===== src/rtl/spike_rate_decoder_if.sv =====
// rtl/spike_rate_decoder_if.sv - control, spike input and result handshake bundle for spike_rate_decoder
interface spike_rate_decoder_if #(
    parameter int INT_WIDTH = 4
);
    logic                 en;
    logic                 start;
    logic                 spike_in;
    logic                 out_ready;
    logic [INT_WIDTH-1:0] value;
    logic                 out_valid;
    logic                 busy;
    logic                 overrun;

    modport master (
        output en, start, spike_in, out_ready,
        input  value, out_valid, busy, overrun
    );

    modport slave (
        input  en, start, spike_in, out_ready,
        output value, out_valid, busy, overrun
    );
endinterface


===== src/rtl/spike_rate_decoder.sv =====
// rtl/spike_rate_decoder.sv - counts spikes over a WINDOW-cycle window and offers the saturated count on valid/ready
module spike_rate_decoder #(
    parameter int INT_WIDTH  = 4,
    parameter int WINDOW     = 15,
    parameter int CONTINUOUS = 0
) (
    input  logic                  clk_i,
    input  logic                  rst_i,
    spike_rate_decoder_if.slave   bus
);
    localparam int                   CW      = $clog2(WINDOW + 1);
    localparam logic [CW-1:0]        LAST    = CW'(WINDOW - 1);
    localparam logic [INT_WIDTH-1:0] ACC_MAX = '1;

    typedef enum logic {
        IDLE,
        COUNT
    } state_t;

    state_t               state_q, state_d;
    logic [CW-1:0]        cnt_q, cnt_d;
    logic [INT_WIDTH-1:0] acc_q, acc_d;
    logic [INT_WIDTH-1:0] value_q, value_d;
    logic                 valid_q, valid_d;
    logic                 overrun_q, overrun_d;
    logic [INT_WIDTH-1:0] acc_inc;

    // Accumulator pins at full scale instead of wrapping
    assign acc_inc = (bus.spike_in && (acc_q != ACC_MAX)) ? acc_q + INT_WIDTH'(1) : acc_q;

    always_ff @(posedge clk_i or negedge rst_i) begin
        if (!rst_i) begin
            state_q   <= IDLE;
            cnt_q     <= '0;
            acc_q     <= '0;
            value_q   <= '0;
            valid_q   <= 1'b0;
            overrun_q <= 1'b0;
        end else begin
            state_q   <= state_d;
            cnt_q     <= cnt_d;
            acc_q     <= acc_d;
            value_q   <= value_d;
            valid_q   <= valid_d;
            overrun_q <= overrun_d;
        end
    end

    always_comb begin
        state_d   = state_q;
        cnt_d     = cnt_q;
        acc_d     = acc_q;
        value_d   = value_q;
        valid_d   = valid_q;
        overrun_d = overrun_q;

        if (valid_q && bus.out_ready) begin
            valid_d = 1'b0;
        end

        // A completing window below overrides the consume above, so the new result wins
        if (!bus.en) begin
            state_d = IDLE;
            cnt_d   = '0;
            acc_d   = '0;
        end else begin
            case (state_q)
                IDLE: begin
                    if (bus.start) begin
                        state_d = COUNT;
                        cnt_d   = '0;
                        acc_d   = '0;
                    end
                end
                COUNT: begin
                    if (cnt_q == LAST) begin
                        value_d = acc_inc;
                        valid_d = 1'b1;
                        if (valid_q && !bus.out_ready) begin
                            overrun_d = 1'b1;
                        end
                        cnt_d   = '0;
                        acc_d   = '0;
                        state_d = (CONTINUOUS != 0) ? COUNT : IDLE;
                    end else begin
                        acc_d = acc_inc;
                        cnt_d = cnt_q + CW'(1);
                    end
                end
                default: begin
                    state_d = IDLE;
                end
            endcase
        end
    end

    assign bus.value     = value_q;
    assign bus.out_valid = valid_q;
    assign bus.busy      = (state_q == COUNT);
    assign bus.overrun   = overrun_q;
endmodule


===== src/flat_wrapper.sv =====
// flat-port wrapper written by rule: the top's interface ports become plain ports
module spike_rate_decoder_flat 
#(
    parameter int INT_WIDTH  = 4,
    parameter int WINDOW     = 15,
    parameter int CONTINUOUS = 0
)
  (clk_i, rst_i, bus_en, bus_start, bus_spike_in, bus_out_ready, bus_value, bus_out_valid, bus_busy, bus_overrun);
  spike_rate_decoder_if #(.INT_WIDTH(INT_WIDTH)) bus_i ();
  input  logic clk_i;
  input  logic rst_i;
  input wire logic [$bits(bus_i.en)-1:0] bus_en;
  input wire logic [$bits(bus_i.start)-1:0] bus_start;
  input wire logic [$bits(bus_i.spike_in)-1:0] bus_spike_in;
  input wire logic [$bits(bus_i.out_ready)-1:0] bus_out_ready;
  output wire logic [$bits(bus_i.value)-1:0] bus_value;
  output wire logic [$bits(bus_i.out_valid)-1:0] bus_out_valid;
  output wire logic [$bits(bus_i.busy)-1:0] bus_busy;
  output wire logic [$bits(bus_i.overrun)-1:0] bus_overrun;
  assign bus_i.en = bus_en;
  assign bus_i.start = bus_start;
  assign bus_i.spike_in = bus_spike_in;
  assign bus_i.out_ready = bus_out_ready;
  assign bus_value = bus_i.value;
  assign bus_out_valid = bus_i.out_valid;
  assign bus_busy = bus_i.busy;
  assign bus_overrun = bus_i.overrun;
  spike_rate_decoder #(.INT_WIDTH(INT_WIDTH), .WINDOW(WINDOW), .CONTINUOUS(CONTINUOUS)) u_core (.clk_i(clk_i), .rst_i(rst_i), .bus(bus_i));
endmodule

===== config.mk =====
export PLATFORM = sky130hd
export DESIGN_NAME = spike_rate_decoder_flat
export DESIGN_NICKNAME = d
export VERILOG_FILES = /design/src/rtl/spike_rate_decoder_if.sv /design/src/rtl/spike_rate_decoder.sv /design/src/flat_wrapper.sv
export SDC_FILE = /design/constraint.sdc
export NUM_CORES = 1
export LEC_CHECK = 0
export ABC_CLOCK_PERIOD_IN_PS = 2710
export CAP_MARGIN = 20
export CORE_MARGIN = 3
export CORE_UTILIZATION = 54
export CTS_CLUSTER_SIZE = 30
export DETAILED_ROUTE_END_ITERATION = 7
export GPL_TIMING_DRIVEN = 0
export HOLD_SLACK_MARGIN = 0.02
export PLACE_DENSITY = 0.86
export RECOVER_POWER = 100
export SLEW_MARGIN = 10
export SYNTH_ARGS = -nofsm -noshare
export SYNTH_HDL_FRONTEND = slang
export SYNTH_SLANG_ARGS = --single-unit
export TNS_END_PERCENT = 5

===== constraint.sdc =====
create_clock -name clk_i -period 2.71 [get_ports clk_i]
set_input_delay 0.6775 -clock clk_i [delete_from_list [all_inputs] [get_ports clk_i]]
set_output_delay 0.6775 -clock clk_i [all_outputs]
set_load 0.02 [all_outputs]

==> results.txt <==
Status -> complete, no violations
Final hold vios -> 0
Vias/cell -> 5.96
GRT overflow -> 0
Register area -> 375 sq um
Setup crit start kind -> primary input
Syn Area/Cell -> 9.57 sq um
First-pass detailed-route iteration total -> 4
Non-filler cells in the finished layout -> 113
Post-DP HPWL -> 1160 um
Synth area leader -> dfrtp_1
CTS Buffer Depth -> 2
First-pass GRT wire length -> 2760 um
Crit path cell chain -> dlygate4sd3_1, nor3b_1, nor2b_1, a21oi_1
Area occupied by multi-input gates -> 364 sq um
Fin crit period -> 2170 ps
# rows -> 13
Post-CTS setup buffers -> 0
Worst-case reg-to-reg path depth -> 3
Hold Path Sink -> u_core.bus.overrun$_DFFE_PN0P_
Routed Antenna Nets -> 0
Origin of the critical flop-to-flop path -> u_core.bus.busy$_DFF_PN0_
R2R Setup Slk -> 1090 ps
Area after DPL -> 923 sq um
Die Area -> 1970 sq um
Number of global-route vias before repair -> 637
Reg-to-Reg End -> u_core.acc_q[0]$_DFFE_PN0P_
Largest net degree at the start of global routing -> 16
Synth area leaders -> dfrtp_1 47%, o21ai_0 5.0%, ha_1 4.7%, nand2_1 4.3%, a31oi_1 3.9%
Final Max Tran Viols -> 0
Post-CTS Resized -> 0
HP Start -> u_core.bus.overrun$_DFFE_PN0P_
Distinct cells, synth -> 31
Hold Crit Class -> register to register
Via count -> 674
Area delta synth->final -> 18.7%
Met1 WL -> 740 um
Initial Util -> 0.596
All-Layer GR Usage -> 0.196
Top-area cell type share of the netlist area -> 0.472
IO Port Bufs -> 11
Synthesized cell area -> 795 sq um
Max Used Layer -> met4
GPL Wtd Cong -> 0.902
I/O Pins -> 13
Ratio of cells with drive above 1 in the final layout -> 0.0714
CTS buffer count -> 3
Total power -> 0.445 mW
Most common cell after layout, fill and taps aside -> dfrtp_1
Post-Place Cells -> 109
Synth warn -> 0
Initial antenna violation count -> 0
Worst-Margin Slew -> 987 ps
Design area -> 943 sq um
Setup WS post-layout -> 540 ps
Worst vdd ir -> 0.000320 V
Crit share post-route -> 0.801
Layout Utilization -> 0.707
Slowest library cell on the worst path -> nor3b_1
FILL cells -> 117
Diodes inserted -> 0
Post-Place Worst Slack -> 715 ps
Most frequent cells in the layout -> 15 x dfrtp_1, 9 x nand2_1, 9 x o21ai_0, 9 x dlygate4sd3_1, 6 x inv_1
WHS Path Cells -> 2
CTS root buffer -> clkbuf_4
# hold bufs at CTS -> 0
Seq/Total Area, Yosys -> 0.472
P per Cell Area -> 472 nW/um^2
Arrival time at the worst endpoint -> 2380 ps
Leakage -> 0.415 nW
DR WL met2 -> 727 um
CTS tree -> built
Worst Path Max Fanout -> 8
WL met3 -> 77 um
Layout net count -> 108
Core box area -> 1330 sq um
TNS Setup -> 0 ps
RSZ-0062 raised after global routing -> false
Clock Latency Late Sink -> 290 ps
Crit path capture type -> register
H-Tree Depth -> 1
CP Data Required Time -> 2920 ps
Wire per inst -> 14.0 um
Critical path class -> primary input to register
WL final -> 1590 um
Clock sinks -> 15
Max cap viols -> 0
Post-Synthesis Cells -> 83
Largest stage delay on the critical path -> 820 ps
Synth Register Bits -> 15
DRT iter0 DRCs -> 7
Final Skew -> 1.23 ps
Fmax -> 0.461 GHz
Die Ht -> 44.4 um
Endpoints failing setup -> 0
WHS -> 466 ps
Die extent in x -> 44.4 um
Clk slew on worst S/H paths -> 90 ps
# DRC -> 0
Syn Nets -> 92
Max_slew headroom -> 0.341
## registers in the layout (all words and copies together), names as in the netlist
name and flops:
u_core.bus.busy 1, u_core.acc_q 4, u_core.bus.overrun 1, u_core.bus.value 4, u_core.bus.out_valid 1, u_core.cnt_q 4
## worst max-delay path: cells and delay by family
kind	cells	cell delay, ps
and+or+nand+nor	2	930
buffers and inverters	1	580
AOI/OAI and AO/OA	1	190
## area by class of cell
type	count	share of cell area
sequential	15	0.398
multi-input combinational	58	0.386
timing repair buffer	11	0.117
inverter	7	0.0305
clock buffer	4	0.0279
buffer	3	0.0212
tap	15	0.0199
## Yosys cell counts, drive strengths merged
library cell,count
a31oi,5
dfrtp,15
buf,3
nor2,2
nand3,5
o2111ai,1
a21oi,4
nor3,1
a41oi,2
o21ai,9
o311ai,1
nor2b,1
mux2i,2
nand2,9
o31ai,1
nand3b,1
nand4,1
a22o,1
or3,2
nand4b,1
and3,2
nor3b,1
and2,1
o211ai,1
inv,7
or2b,1
ha,3
## worst max path at each step
stage | from | end | slack (ps) | depth (start not counted)
after CTS | u_core.bus.busy$_DFF_PN0_ | bus_busy | 690 | 1
final | bus_en | u_core.acc_q[0]$_DFFE_PN0P_ | 540 | 4
after global routing | bus_en | u_core.cnt_q[2]$_DFFE_PN0P_ | 530 | 4
after global placement | bus_en | u_core.acc_q[0]$_DFFE_PN0P_ | 700 | 4
after detailed placement | bus_en | u_core.acc_q[0]$_DFFE_PN0P_ | 720 | 4
after floorplan | bus_spike_in | u_core.bus.value[0]$_DFFE_PN0P_ | 1320 | 4
## power breakdown
group / switching (mW) / internal [mW]
sequential: 0.0133 / 0.234
clock: 0.0719 / 0.0573
combinational: 0.0388 / 0.0294
## cells by family (layout without fill, tap and decap cells)
| family | count (synthesis) | in the layout | synth area share |
|---|---|---|---|
| muxes | 2 | 2 | 0.0252 |
| adders and majority gates | 3 | 3 | 0.0472 |
| AOI/OAI and AO/OA | 25 | 25 | 0.195 |
| and+or+nand+nor | 28 | 28 | 0.197 |
| DFF | 15 | 15 | 0.472 |
| buffers and inverters | 10 | 25 | 0.0630 |
## metal layers
metal / track usage / up-vias
met5: 0 / -
met4: 0.127 / 0
met3: 0.0244 / 5
met2: 0.294 / 17
met1: 0.267 / 316
li1: - / 336
(Power assumes the default switching activity.)
